<file path="src/rtl/game_io_pkg.sv">
// Shared constants and types for the game input controller: jal encoding,
// instruction field widths, FSM state type and default ISR targets.
package game_io_pkg;
    localparam int OPC_W   = 5;
    localparam int TGT_W   = 27;
    localparam int INSTR_W = OPC_W + TGT_W;

    localparam logic [OPC_W-1:0] OPC_JAL       = 5'b00011;
    localparam logic [TGT_W-1:0] JUMP_ISR_DEF  = 27'd100;
    localparam logic [TGT_W-1:0] FRAME_ISR_DEF = 27'd200;

    typedef enum logic [1:0] {IDLE, ISSUE, BUSY} state_t;

    function automatic logic [INSTR_W-1:0] make_jal(input logic [TGT_W-1:0] target);
        return {OPC_JAL, target};
    endfunction
endpackage

</file>
<file path="src/rtl/input_debouncer.sv">
// Two-flop synchroniser plus debouncer for a raw push-button; emits a
// one-cycle pulse one cycle after the debounced level rises.
module input_debouncer #(
    parameter int DEBOUNCE_CYC = 1_000_000
) (
    input  logic clk,
    input  logic reset,
    input  logic btn_i,
    output logic rise_o
);
    localparam int CW = (DEBOUNCE_CYC > 1) ? $clog2(DEBOUNCE_CYC) : 1;
    localparam logic [CW-1:0] CNT_LAST = CW'(DEBOUNCE_CYC - 1);

    logic          sync1_q;
    logic          sync2_q;
    logic          level_q;
    logic          level_dly_q;
    logic          rise_q;
    logic [CW-1:0] cnt_q;
    logic [CW-1:0] cnt_d;
    logic          level_d;

    // The count only advances while the synced input disagrees with the
    // accepted level, so any bounce back restarts it from zero.
    always_comb begin
        cnt_d   = '0;
        level_d = level_q;
        if (sync2_q != level_q) begin
            if (cnt_q == CNT_LAST) begin
                level_d = sync2_q;
            end else begin
                cnt_d = cnt_q + CW'(1);
            end
        end
    end

    always_ff @(posedge clk or posedge reset) begin
        if (reset) begin
            sync1_q     <= 1'b0;
            sync2_q     <= 1'b0;
            level_q     <= 1'b0;
            level_dly_q <= 1'b0;
            rise_q      <= 1'b0;
            cnt_q       <= '0;
        end else begin
            sync1_q     <= btn_i;
            sync2_q     <= sync1_q;
            level_q     <= level_d;
            cnt_q       <= cnt_d;
            level_dly_q <= level_q;
            rise_q      <= level_q & ~level_dly_q;
        end
    end

    assign rise_o = rise_q;
endmodule

</file>
<file path="src/rtl/game_input_controller.sv">
// Turns the debounced jump button and a frame tick into jal interrupt
// instructions, one at a time, under a valid/ack/done handshake.
module game_input_controller
    import game_io_pkg::*;
#(
    parameter int                CLK_FREQ       = 100_000_000,
    parameter int                FRAME_RATE     = 60,
    parameter int                DEBOUNCE_CYC   = 1_000_000,
    parameter logic [TGT_W-1:0]  JUMP_ISR_ADDR  = JUMP_ISR_DEF,
    parameter logic [TGT_W-1:0]  FRAME_ISR_ADDR = FRAME_ISR_DEF
) (
    input  logic               clk,
    input  logic               reset,
    input  logic               jump,
    input  logic               int_ack,
    input  logic               int_done,
    output logic [INSTR_W-1:0] interrupt_instruction,
    output logic               int_valid,
    output logic               frame_tick,
    output logic [7:0]         dropped_frames
);
    localparam int FRAME_DIV = CLK_FREQ / FRAME_RATE;
    localparam int FW        = (FRAME_DIV > 1) ? $clog2(FRAME_DIV) : 1;
    localparam logic [FW-1:0] FRAME_LAST = FW'(FRAME_DIV - 1);

    logic               jump_rise;
    logic [FW-1:0]      frame_cnt_q;
    logic               jump_pend_q, jump_pend_d;
    logic               frame_pend_q, frame_pend_d;
    logic [7:0]         dropped_q, dropped_d;
    logic               ack_hit, jump_clr, frame_clr;
    state_t             state_q;
    logic               issued_jump_q;
    logic               valid_q;
    logic [INSTR_W-1:0] instr_q;

    input_debouncer #(
        .DEBOUNCE_CYC (DEBOUNCE_CYC)
    ) u_jump_db (
        .clk    (clk),
        .reset  (reset),
        .btn_i  (jump),
        .rise_o (jump_rise)
    );

    assign frame_tick = (frame_cnt_q == FRAME_LAST);

    always_ff @(posedge clk or posedge reset) begin
        if (reset) begin
            frame_cnt_q <= '0;
        end else if (frame_tick) begin
            frame_cnt_q <= '0;
        end else begin
            frame_cnt_q <= frame_cnt_q + FW'(1);
        end
    end

    // A new event wins over the clear of its own flag, so it is neither lost
    // nor counted as dropped.
    always_comb begin
        ack_hit      = (state_q == ISSUE) && int_ack;
        jump_clr     = ack_hit && issued_jump_q;
        frame_clr    = ack_hit && !issued_jump_q;
        jump_pend_d  = jump_rise | (jump_pend_q & ~jump_clr);
        frame_pend_d = frame_tick | (frame_pend_q & ~frame_clr);
        dropped_d    = dropped_q;
        if (frame_tick && frame_pend_q && !frame_clr && (dropped_q != 8'hFF)) begin
            dropped_d = dropped_q + 8'd1;
        end
    end

    always_ff @(posedge clk or posedge reset) begin
        if (reset) begin
            jump_pend_q  <= 1'b0;
            frame_pend_q <= 1'b0;
            dropped_q    <= '0;
        end else begin
            jump_pend_q  <= jump_pend_d;
            frame_pend_q <= frame_pend_d;
            dropped_q    <= dropped_d;
        end
    end

    always_ff @(posedge clk or posedge reset) begin
        if (reset) begin
            state_q       <= IDLE;
            issued_jump_q <= 1'b0;
            valid_q       <= 1'b0;
            instr_q       <= '0;
        end else begin
            case (state_q)
                IDLE: begin
                    if (jump_pend_q) begin
                        state_q       <= ISSUE;
                        issued_jump_q <= 1'b1;
                        valid_q       <= 1'b1;
                        instr_q       <= make_jal(JUMP_ISR_ADDR);
                    end else if (frame_pend_q) begin
                        state_q       <= ISSUE;
                        issued_jump_q <= 1'b0;
                        valid_q       <= 1'b1;
                        instr_q       <= make_jal(FRAME_ISR_ADDR);
                    end
                end
                ISSUE: begin
                    if (int_ack) begin
                        state_q <= BUSY;
                        valid_q <= 1'b0;
                        instr_q <= '0;
                    end
                end
                BUSY: begin
                    if (int_done) begin
                        state_q <= IDLE;
                    end
                end
                default: state_q <= IDLE;
            endcase
        end
    end

    assign interrupt_instruction = instr_q;
    assign int_valid             = valid_q;
    assign dropped_frames        = dropped_q;
endmodule

</file>
<file path="config.mk">
export PLATFORM = sky130hd
export DESIGN_NAME = game_input_controller
export DESIGN_NICKNAME = d
export VERILOG_FILES = /design/src/rtl/game_io_pkg.sv /design/src/rtl/input_debouncer.sv /design/src/rtl/game_input_controller.sv
export SDC_FILE = /design/constraint.sdc
export NUM_CORES = 1
export LEC_CHECK = 0
export CAP_MARGIN = 20
export CELL_PAD_IN_SITES_DETAIL_PLACEMENT = 1
export CELL_PAD_IN_SITES_GLOBAL_PLACEMENT = 1
export CORE_ASPECT_RATIO = 1.2
export CORE_MARGIN = 2
export CORE_UTILIZATION = 38
export DETAILED_ROUTE_END_ITERATION = 16
export GPL_ROUTABILITY_DRIVEN = 0
export PLACE_DENSITY = 0.75
export SLEW_MARGIN = 30
export SYNTH_ARGS = -nofsm -noshare
export SYNTH_HDL_FRONTEND = slang
export SYNTH_SLANG_ARGS = --single-unit
</file>
<file path="constraint.sdc">
create_clock -name clk -period 2.1 [get_ports clk]
set_input_delay 0.42 -clock clk [delete_from_list [all_inputs] [get_ports clk]]
set_output_delay 0.42 -clock clk [all_outputs]
set_load 0.01 [all_outputs]
</file>
# ---- After elaboration in Yosys (flattened, before gate mapping)
# Index checks and enable logic that the tools add are counted.
dict set report classes {
  add_sub_neg 3
  eq_ne 9
  mux 18
  bitwise_logic 8
  n_reduce_logical 15
}
# operator count
set ops {}
lappend ops {{$mux 32} 3}
lappend ops {{$pmux 32 s2} 1}
lappend ops {{$mux 20} 2}
lappend ops {{$add 21x1->21 const B} 1}
lappend ops {{$eq 21x21->1 const B} 1}
lappend ops {{$mux 21} 1}
lappend ops {{$add 20x1->20 const B} 1}
lappend ops {{$eq 20x20->1 const B} 1}
lappend ops {{$add 8x1->8 const B} 1}
lappend ops {{$mux 2} 4}
lappend ops {{$ne 8x8->1 const B} 1}
lappend ops {{$logic_and 1x1->1} 6}
lappend ops {{$pmux 2 s3} 1}
lappend ops {{$reduce_and 3->1} 2}
lappend ops {{$mux 1} 5}
lappend ops {{$ne 2x2->1 const B} 2}
lappend ops {{$reduce_and 2->1} 2}
lappend ops {{$reduce_bool 2->1} 2}
lappend ops {{$and 1x1->1} 3}
lappend ops {{$ne 3x3->1 const B} 1}
lappend ops {{$not 1->1} 3}
lappend ops {{$eq 2x1->1 const B} 1}
lappend ops {{$eq 2x2->1 const B} 1}
lappend ops {{$logic_not 1->1} 2}
lappend ops {{other kinds (4)} 5}
dict set report totals {
  ff_bits 92
  input_bits 5
  out_inout_bits 42
}

# ---- Longest topological paths before layout
# Gate-level depths: netlist of the first run.
dict set report logic_depth {
  word_depth 6
  depth_mapped 6
  ltp_nobuf 6
}

# ---- By module
# A second synthesis of the first run with hierarchy kept.
dict set report hier_totals {
  cells_unflattened 312
  hier_area_um2 3175.5
}
# mod instances cells_per_inst area_per_inst_um2
set by_module_without_submodules {}
lappend by_module_without_submodules {game_input_controller 1 198 2006.9}
lappend by_module_without_submodules {input_debouncer 1 114 1168.6}

# ---- Worst setup path before layout of the first run
# Ideal clock, no wire load.
dict set report synth_timing {
  kind {reg-to-output}
  startpoint {register frame_cnt_q[7]}
  endpoint {output frame_tick}
  arrival_time_ns 1.607
  required_time_ns 1.680
  slack_ns 0.073
  path_stages_with_launch 5
  path_cell_list {dfrtp_1 > nand4bb_1 > or4_1 > nor3_4 > buf_2}
}
dict set report synth_between {
  elab_chain_len 1
}
# element line
set synth_rtl {}
lappend synth_rtl {{from (decl)} game_input_controller.sv:27} ;# logic [FW-1:0] frame_cnt_q;
lappend synth_rtl {{from (signal assigned)} game_input_controller.sv:54} ;# frame_cnt_q <= frame_cnt_q + FW'(1);
lappend synth_rtl {{$eq 21x21->1} game_input_controller.sv:46} ;# assign frame_tick = (frame_cnt_q == FRAME_LAST);
lappend synth_rtl {{to (decl)} game_input_controller.sv:19} ;# output logic frame_tick,
# Every way passes these cells.

# ---- Worst setup path after layout of the first run
# Same ends and word-level chain as after synthesis.

==> reports/results.tsv, run 1 <==
stage	metric	value	unit
status	status	complete, but fails checks	
status	violations	setup timing	
finish	finalInstanceArea	0.003826	mm2
detailed_routing	drc	0	
setup_path	cp.arrival	1.74	ns
synth	synth_simple_gate_area_frac	0.2324	
clock_network	cts_tree	yes	
detailed_routing	vias	2297	
grt	grt_overflow_total	0	
place	port_buffers	21	
power	peakVddDrop	0.3064	mV
place	placed_cell_area	0.003478	mm2
die	chipWidth	86.26	um
synth	synthMuxAreaShare	0.007299	
die	rows	36	
grt	antenna_found_initial	0	
finish	syn_to_final_growth	24.01	%
synth	synth_top_family_by_area	simple AND/OR/NAND/NOR gates	
setup_path	path_cells	nand4bb_4, or4_4, nor3_4, buf_2	
sta	setup_slack	-0.06075	ns
sta	slew_viol_final	0	
setup_path	end_kind	output port	
sta	timing.fmax	462.8	MHz
clock_network	ctsHoldBuffers	0	
setup_path	cp.required	1.68	ns
detailed_routing	avgViaCountPerCell	5.004	
clock_network	max-clock-path-buffers	2	
detailed_routing	routed_wirelength	6860	um
finish	layout-drive-gt1-share	0.1731	
finish	diodes	0	
clock_network	insertion_delay	0.35	ns
synth	synth_xor_area_frac	0.1192	
finish	fill_cells	906	
setup_path	r2r_setup_slack	0.01	ns
synth	synth-edff-count	0	
finish	final_core_util	0.4772	
sta	finalHoldViolations	0	
synth	synthAdderAreaFrac	0.01622	
synth	ys_types	42	
synth	async_reset_ff_frac	1.000	
place	post-place-ws	-0.1723	ns
synth	synth_compound_area_frac	0.03285	
clock_network	cts_inserted_buffers	9	
die	start_util	0.3848	
die	die_height	102.7	um
synth	yosys_warnings	0	
synth	synth_seq_cells	62	
setup_path	path_delay_family	simple AND/OR/NAND/NOR gates	
detailed_routing	antenna_left	0	
synth	avgSynthCellArea	10.05	um2
sta	finClkSkew	0.009019	ns
setup_path	max_stage_delay	0.46	ns
power	power_density	756.6	mW/mm2
sta	max_slew_margin	0.5819	
finish	fin_nets	368	
finish	fin_cells	459	
synth	synthesis.instances	307	
clock_network	cts-htree-levels	3	
clock_network	cts_root_buf	clkbuf_8	
min_path	hold_path_class	register to register	
setup_path	critPathLaunchType	register	
sta	fin_crit_sh	1.029	
clock_network	clock_sinks	62	
grt	grt_max_degree	63	
grt	track_usage	0.1692	
die	design.core.area	0.008018	mm2
sta	period_minus_slack	2.161	ns
sta	finalSetupTns	-0.06075	ns
synth	syn-cell-area	0.003085	mm2
grt	grt_pass1_wl	11570	um
place	hpwl	4689	um
power	p_leak	0.001769	uW
clock_network	cts.clk_slew.worst_paths	0.07	ns
die	io_pins	47	
synth	synth_ff_type	dfrtp_1	
detailed_routing	wl_per_cell	14.95	um
grt	grt_pass1_vias	2403	
setup_path	rr_startpoint	frame_cnt_q[7]	
min_path	hold_end	u_jump_db.sync2_q	
min_path	min_from	u_jump_db.sync1_q	
setup_path	cp.buffers_inverters	1	
detailed_routing	drtIter0Drc	84	
min_path	whs_path_depth	0	
sta	finalSetupViolCount	1	
setup_path	r2r-end	dropped_frames[2]	
sta	rsz0062_at_grt	yes	
setup_path	reg2regPathDepth	7	
flow_run	maxCapViolations	0	
setup_path	critPathKind	register to output port	
place	place_inst	440	
setup_path	path_depth	4	
sta	worst_slew_pin_slew	0.6223	ns
die	die-area	0.008859	mm2
synth	synth-seq-area-share	0.5028	
setup_path	crit_path_top_delay_cell	or4_4	
setup_path	cp_max_fo	2	
detailed_routing	drt_pass1_iterations	4	
[state kept, by name, summed over array words and instances, names as in the netlist]
name and cells:
dropped_frames 8, frame_cnt_q 21, frame_pend_q 1, interrupt_instruction 3
issued_jump_q 1, jump_pend_q 1, state_q 2, u_jump_db.cnt_q 20
u_jump_db.level_dly_q 1, u_jump_db.level_q 1, u_jump_db.rise_o 1, u_jump_db.sync1_q 1
u_jump_db.sync2_q 1
[layer usage]
metal / GRT usage / vias up / share of wire
li1: - / 1091 / -
met1: 0.2025 / 1149 / 0.42
met2: 0.2904 / 44 / 0.52
met3: 0.04644 / 13 / 0.034
met4: 0.06731 / 0 / 0.022
met5: 0 / - / 0
[Yosys cell counts (2+ instances only)]
master | instances | area, um2
inv_1 | 8 | 30.03
nor4_1 | 5 | 31.28
or2_2 | 2 | 12.51
and3_1 | 12 | 75.07
xor2_1 | 21 | 183.9
xnor2_1 | 21 | 183.9
nand2_1 | 16 | 60.06
nand3b_1 | 3 | 22.52
nor3_1 | 4 | 20.02
dfrtp_1 | 62 | 1551
nor2_1 | 44 | 165.2
nand3_1 | 26 | 130.1
ha_1 | 4 | 50.05
a21oi_1 | 3 | 15.01
nand2b_1 | 3 | 18.77
or4_1 | 3 | 22.52
and4_1 | 3 | 26.28
nand4_1 | 9 | 56.30
clkbuf_1 | 3 | 11.26
o21ai_0 | 4 | 20.02
buf_4 | 30 | 225.2
[placed cells by master, fill, tap and decap left out, drive strengths merged, types with 2 or more instances in the layout]
cell / count
and4: 3
nand3: 26
mux2: 2
o21ai: 5
conb: 25
inv: 8
buf: 31
a21oi: 3
xor2: 21
or2: 2
nor4: 5
and3: 12
xnor2: 21
dfrtp: 62
clkdlybuf4s50: 20
clkbuf: 11
nand2: 17
nand2b: 3
bufinv: 3
nor2: 44
nand3b: 3
ha: 4
nor3: 5
nand4: 9
or4: 4
[stage by stage]
| stage | hold slack (ns) | total power (uW) |
|---|---|---|
| CTS | 0.3606 | 2926 |
| global placement | 0.3334 | 1592 |
| floorplan | 0.3312 | 1530 |
| detailed placement | 0.3427 | 1609 |
| finish | 0.3599 | 2895 |
| global route | 0.3728 | 3017 |
[cell families (layout without fill, tap and decap cells)]
logic type | Yosys count | in the layout
simple gates | 138 | 138
fa+ha+maj | 4 | 4
xor+xnor | 42 | 42
buf+inv | 42 | 75
flops | 62 | 62
mux | 2 | 2
other cells | 1 | 25
compound gates | 16 | 16
[power by group]
group	internal, uW	total (uW)	switching, uW
clock	823	1310	486
sequential	1230	1300	61.4
combinational	138	290	152
total	2200	2890	699
[how the worst max path moves through the flow]
stage	from	to
4_1_cts	frame_cnt_q[7]	frame_tick
2_1_floorplan	frame_cnt_q[7]	frame_tick
3_3_place_gp	frame_cnt_q[8]	frame_tick
6_report	frame_cnt_q[7]	frame_tick
3_5_place_dp	frame_cnt_q[8]	frame_tick
5_1_grt	frame_cnt_q[7]	frame_tick
[what timing repair did]
action / 4_1_cts / 5_1_grt
endpoints found under the setup margin: 2 / 5
setup buffers: 3 / 2
pin swaps: 4 / 3
resized for setup: 6 / 11
[layout make-up]
| cell class | instances | area [um2] | area share |
|---|---|---|---|
| Clock buffer | 11 | 141.4 | 0.03695 |
| Clock inverter | 5 | 106.4 | 0.02780 |
| Inverter | 8 | 30.03 | 0.007848 |
| Multi-Input combinational cell | 227 | 1431 | 0.3741 |
| Sequential cell | 62 | 1551 | 0.4055 |
| Tap cell | 95 | 118.9 | 0.03107 |
| Timing Repair Buffer | 51 | 446.7 | 0.1167 |
No activity file was read; power rests on OpenSTA's default activity.
==> run 2, diff against run 1 <==
CTS_CLUSTER_SIZE = 30   (was not set)
==> results of run 2 <==
The final DEF is identical to that of run 1; final timing and power are the same.
==> run 3, diff against run 2 <==
GPL_TIMING_DRIVEN = 0   (was not set)
==> reports/results.tsv, run 3 (synthesis results as in run 1) <==
stage	metric	value	unit	change
status	status	complete, but fails checks		
status	violations	setup timing		
setup_path	reg2regPathDepth	8		+1
die	rows	36		unchanged
finish	syn_to_final_growth	26.89	%	
power	power_density	732.2	mW/mm2	-3.2%
setup_path	cp_max_fo	2		unchanged
die	die_height	102.7	um	unchanged
grt	grt_overflow_total	0		unchanged
finish	largest_register_ffs	21		unchanged
sta	period_minus_slack	2.281	ns	+0.1203 ns
sta	slew_viol_final	0		unchanged
detailed_routing	avgViaCountPerCell	4.893		-2.2%
setup_path	crit_path_top_delay_cell	or4_4		
sta	worst_slew_pin_slew	0.6681	ns	+0.04580 ns
die	start_util	0.3848		unchanged
detailed_routing	drtIter0Drc	81		-3.6%
grt	grt_pass1_vias	2439		+1.5%
clock_network	ctsHoldBuffers	0		unchanged
die	die-area	0.008859	mm2	unchanged
power	p_leak	0.001840	uW	+4.0%
grt	grt_max_degree	50		-21%
setup_path	path_delay_family	simple AND/OR/NAND/NOR gates		
finish	largest-register	frame_cnt_q		
sta	rsz0062_at_grt	yes		
setup_path	critPathKind	register to output port		
detailed_routing	vias	2324		+1.2%
sta	finClkSkew	0.01574	ns	+0.006724 ns
finish	layout_common_cells	62 x dfrtp_1, 44 x nor2_1, 40 x buf_4		
sta	max_slew_margin	0.5512		-0.03077
sta	finalSetupViolCount	1		unchanged
clock_network	clock_sinks	62		unchanged
finish	finalInstanceArea	0.003915	mm2	+2.3%
grt	grt_pass1_wl	11410	um	-1.4%
finish	diodes	0		unchanged
setup_path	critPathLaunchType	register		
flow_run	maxCapViolations	0		unchanged
clock_network	cts.clk_slew.worst_paths	0.08	ns	about the same
setup_path	path_depth	5		+1
sta	fin_crit_sh	1.086		+0.05729
die	chipWidth	86.26	um	unchanged
place	placed_cell_area	0.003535	mm2	+1.6%
sta	setup_slack	-0.1811	ns	-0.1203 ns
setup_path	cp.required	1.68	ns	about the same
detailed_routing	antenna_left	0		unchanged
finish	layout-drive-gt1-share	0.2026		+0.02955
setup_path	cp.arrival	1.86	ns	+0.12 ns
place	hpwl	4566	um	-2.6%
setup_path	max_stage_delay	0.45	ns	about the same
clock_network	cts-htree-levels	3		unchanged
detailed_routing	drc	0		unchanged
clock_network	cts_root_buf	clkbuf_8		
sta	timing.fmax	438.4	MHz	-5.3%
setup_path	r2r_setup_slack	0.10	ns	+0.09 ns
min_path	hold_path_class	primary input to asynchronous set/reset pin		
setup_path	path_cells	nand4bb_4, or4_4, nor3_4, buf_6, buf_6		
setup_path	cp.buffers_inverters	2		+1
clock_network	cts_tree	yes		
clock_network	cts_inserted_buffers	9		unchanged
grt	antenna_found_initial	0		unchanged
sta	finalHoldViolations	0		unchanged
detailed_routing	routed_wirelength	6839	um	-0.31%
setup_path	end_kind	output port		
finish	fin_nets	384		+4.3%
power	peakVddDrop	0.3484	mV	+14%
finish	final_common_cell	dfrtp_1		
die	design.core.area	0.008018	mm2	unchanged
setup_path	rr_startpoint	frame_cnt_q[8]		
detailed_routing	drt_pass1_iterations	4		unchanged
setup_path	crit_top_cell	buf_6		
grt	track_usage	0.1680		-0.001217
die	io_pins	47		unchanged
setup_path	r2r-end	dropped_frames[3]		
clock_network	insertion_delay	0.35	ns	about the same
sta	hold_ws	0.3328	ns	-0.02714 ns
detailed_routing	wl_per_cell	14.40	um	-3.7%
clock_network	max-clock-path-buffers	2		unchanged
place	port_buffers	21		unchanged
[run 3: cell count changes in the layout (fill, tap and decap cells not counted), moves of 2 or more]
cell	delta
buf_4	+12
inv_6	+3
nand3_1	+3
buf_6	+2
clkbuf_2	+2
nand3_2	-2
[run 3: worst max-delay path by stage]
stage,start,end
floorplan,frame_cnt_q[7],frame_tick
global placement,reset,frame_cnt_q[14]
detailed placement,frame_cnt_q[7],frame_tick
CTS,frame_cnt_q[7],frame_tick
global route,frame_cnt_q[8],frame_tick
finish,frame_cnt_q[8],frame_tick
[run 3: power breakdown]
| part | internal, uW | switching [uW] | total [uW] |
|---|---|---|---|
| clock network | 682 | 522 | 1200 |
| logic | 202 | 186 | 388 |
| registers | 1230 | 40.7 | 1270 |
| total | 2120 | 749 | 2870 |
[run 3: worst register-to-register path, stage by stage (launching register included)]
cell and delay, ns:
dfrtp_1 0.38, nand4bb_4 0.24, buf_6 0.13, buf_4 0.12, buf_4 0.12, or4_4 0.42, nor4_4 0.19, nand3_1 0.14
xnor2_1 0.16
[run 3: what timing repair did]
action | CTS | global route
setup buffers | 10 | 1
resized for setup | 10 | 11
setup endpoints to repair | 2 | 25
pin swaps | 3 | 5
endpoints found under the hold margin | 0 | 0
[run 3: through the flow]
step	total power (uW)	utilization	std cells	TNS, ns	setup WS, ns
after floorplan	1530	-	331	0	0.07266
after global placement	1660	0.4371	447	-65.71	-1.044
after detailed placement	1690	0.4409	448	-1.077	-0.7442
after CTS	2906	0.4816	474	-0.5162	-0.1843
after global routing	3003	0.4883	475	-0.6771	-0.2645
final	2867	0.4883	475	-0.1811	-0.1811
[run 3: final cells by class]
cell class | count | area (um2)
Timing Repair Buffer | 33 | 325.3
Buffer | 34 | 250.2
Tap cell | 95 | 118.9
Fill cell | 904 | 4103
Sequential cell | 62 | 1551
Clock inverter | 7 | 102.6
Clock buffer | 9 | 123.9
Inverter | 8 | 32.53
Multi-Input combinational cell | 227 | 1410
[run 3: per-layer routing]
metal | part of all wire | routed length, um | track usage
met4 | 0.036 | 247 | 0.1034
met3 | 0.028 | 190 | 0.03042
met5 | 0 | 0 | 0
met1 | 0.42 | 2848 | 0.1896
met2 | 0.52 | 3553 | 0.2952
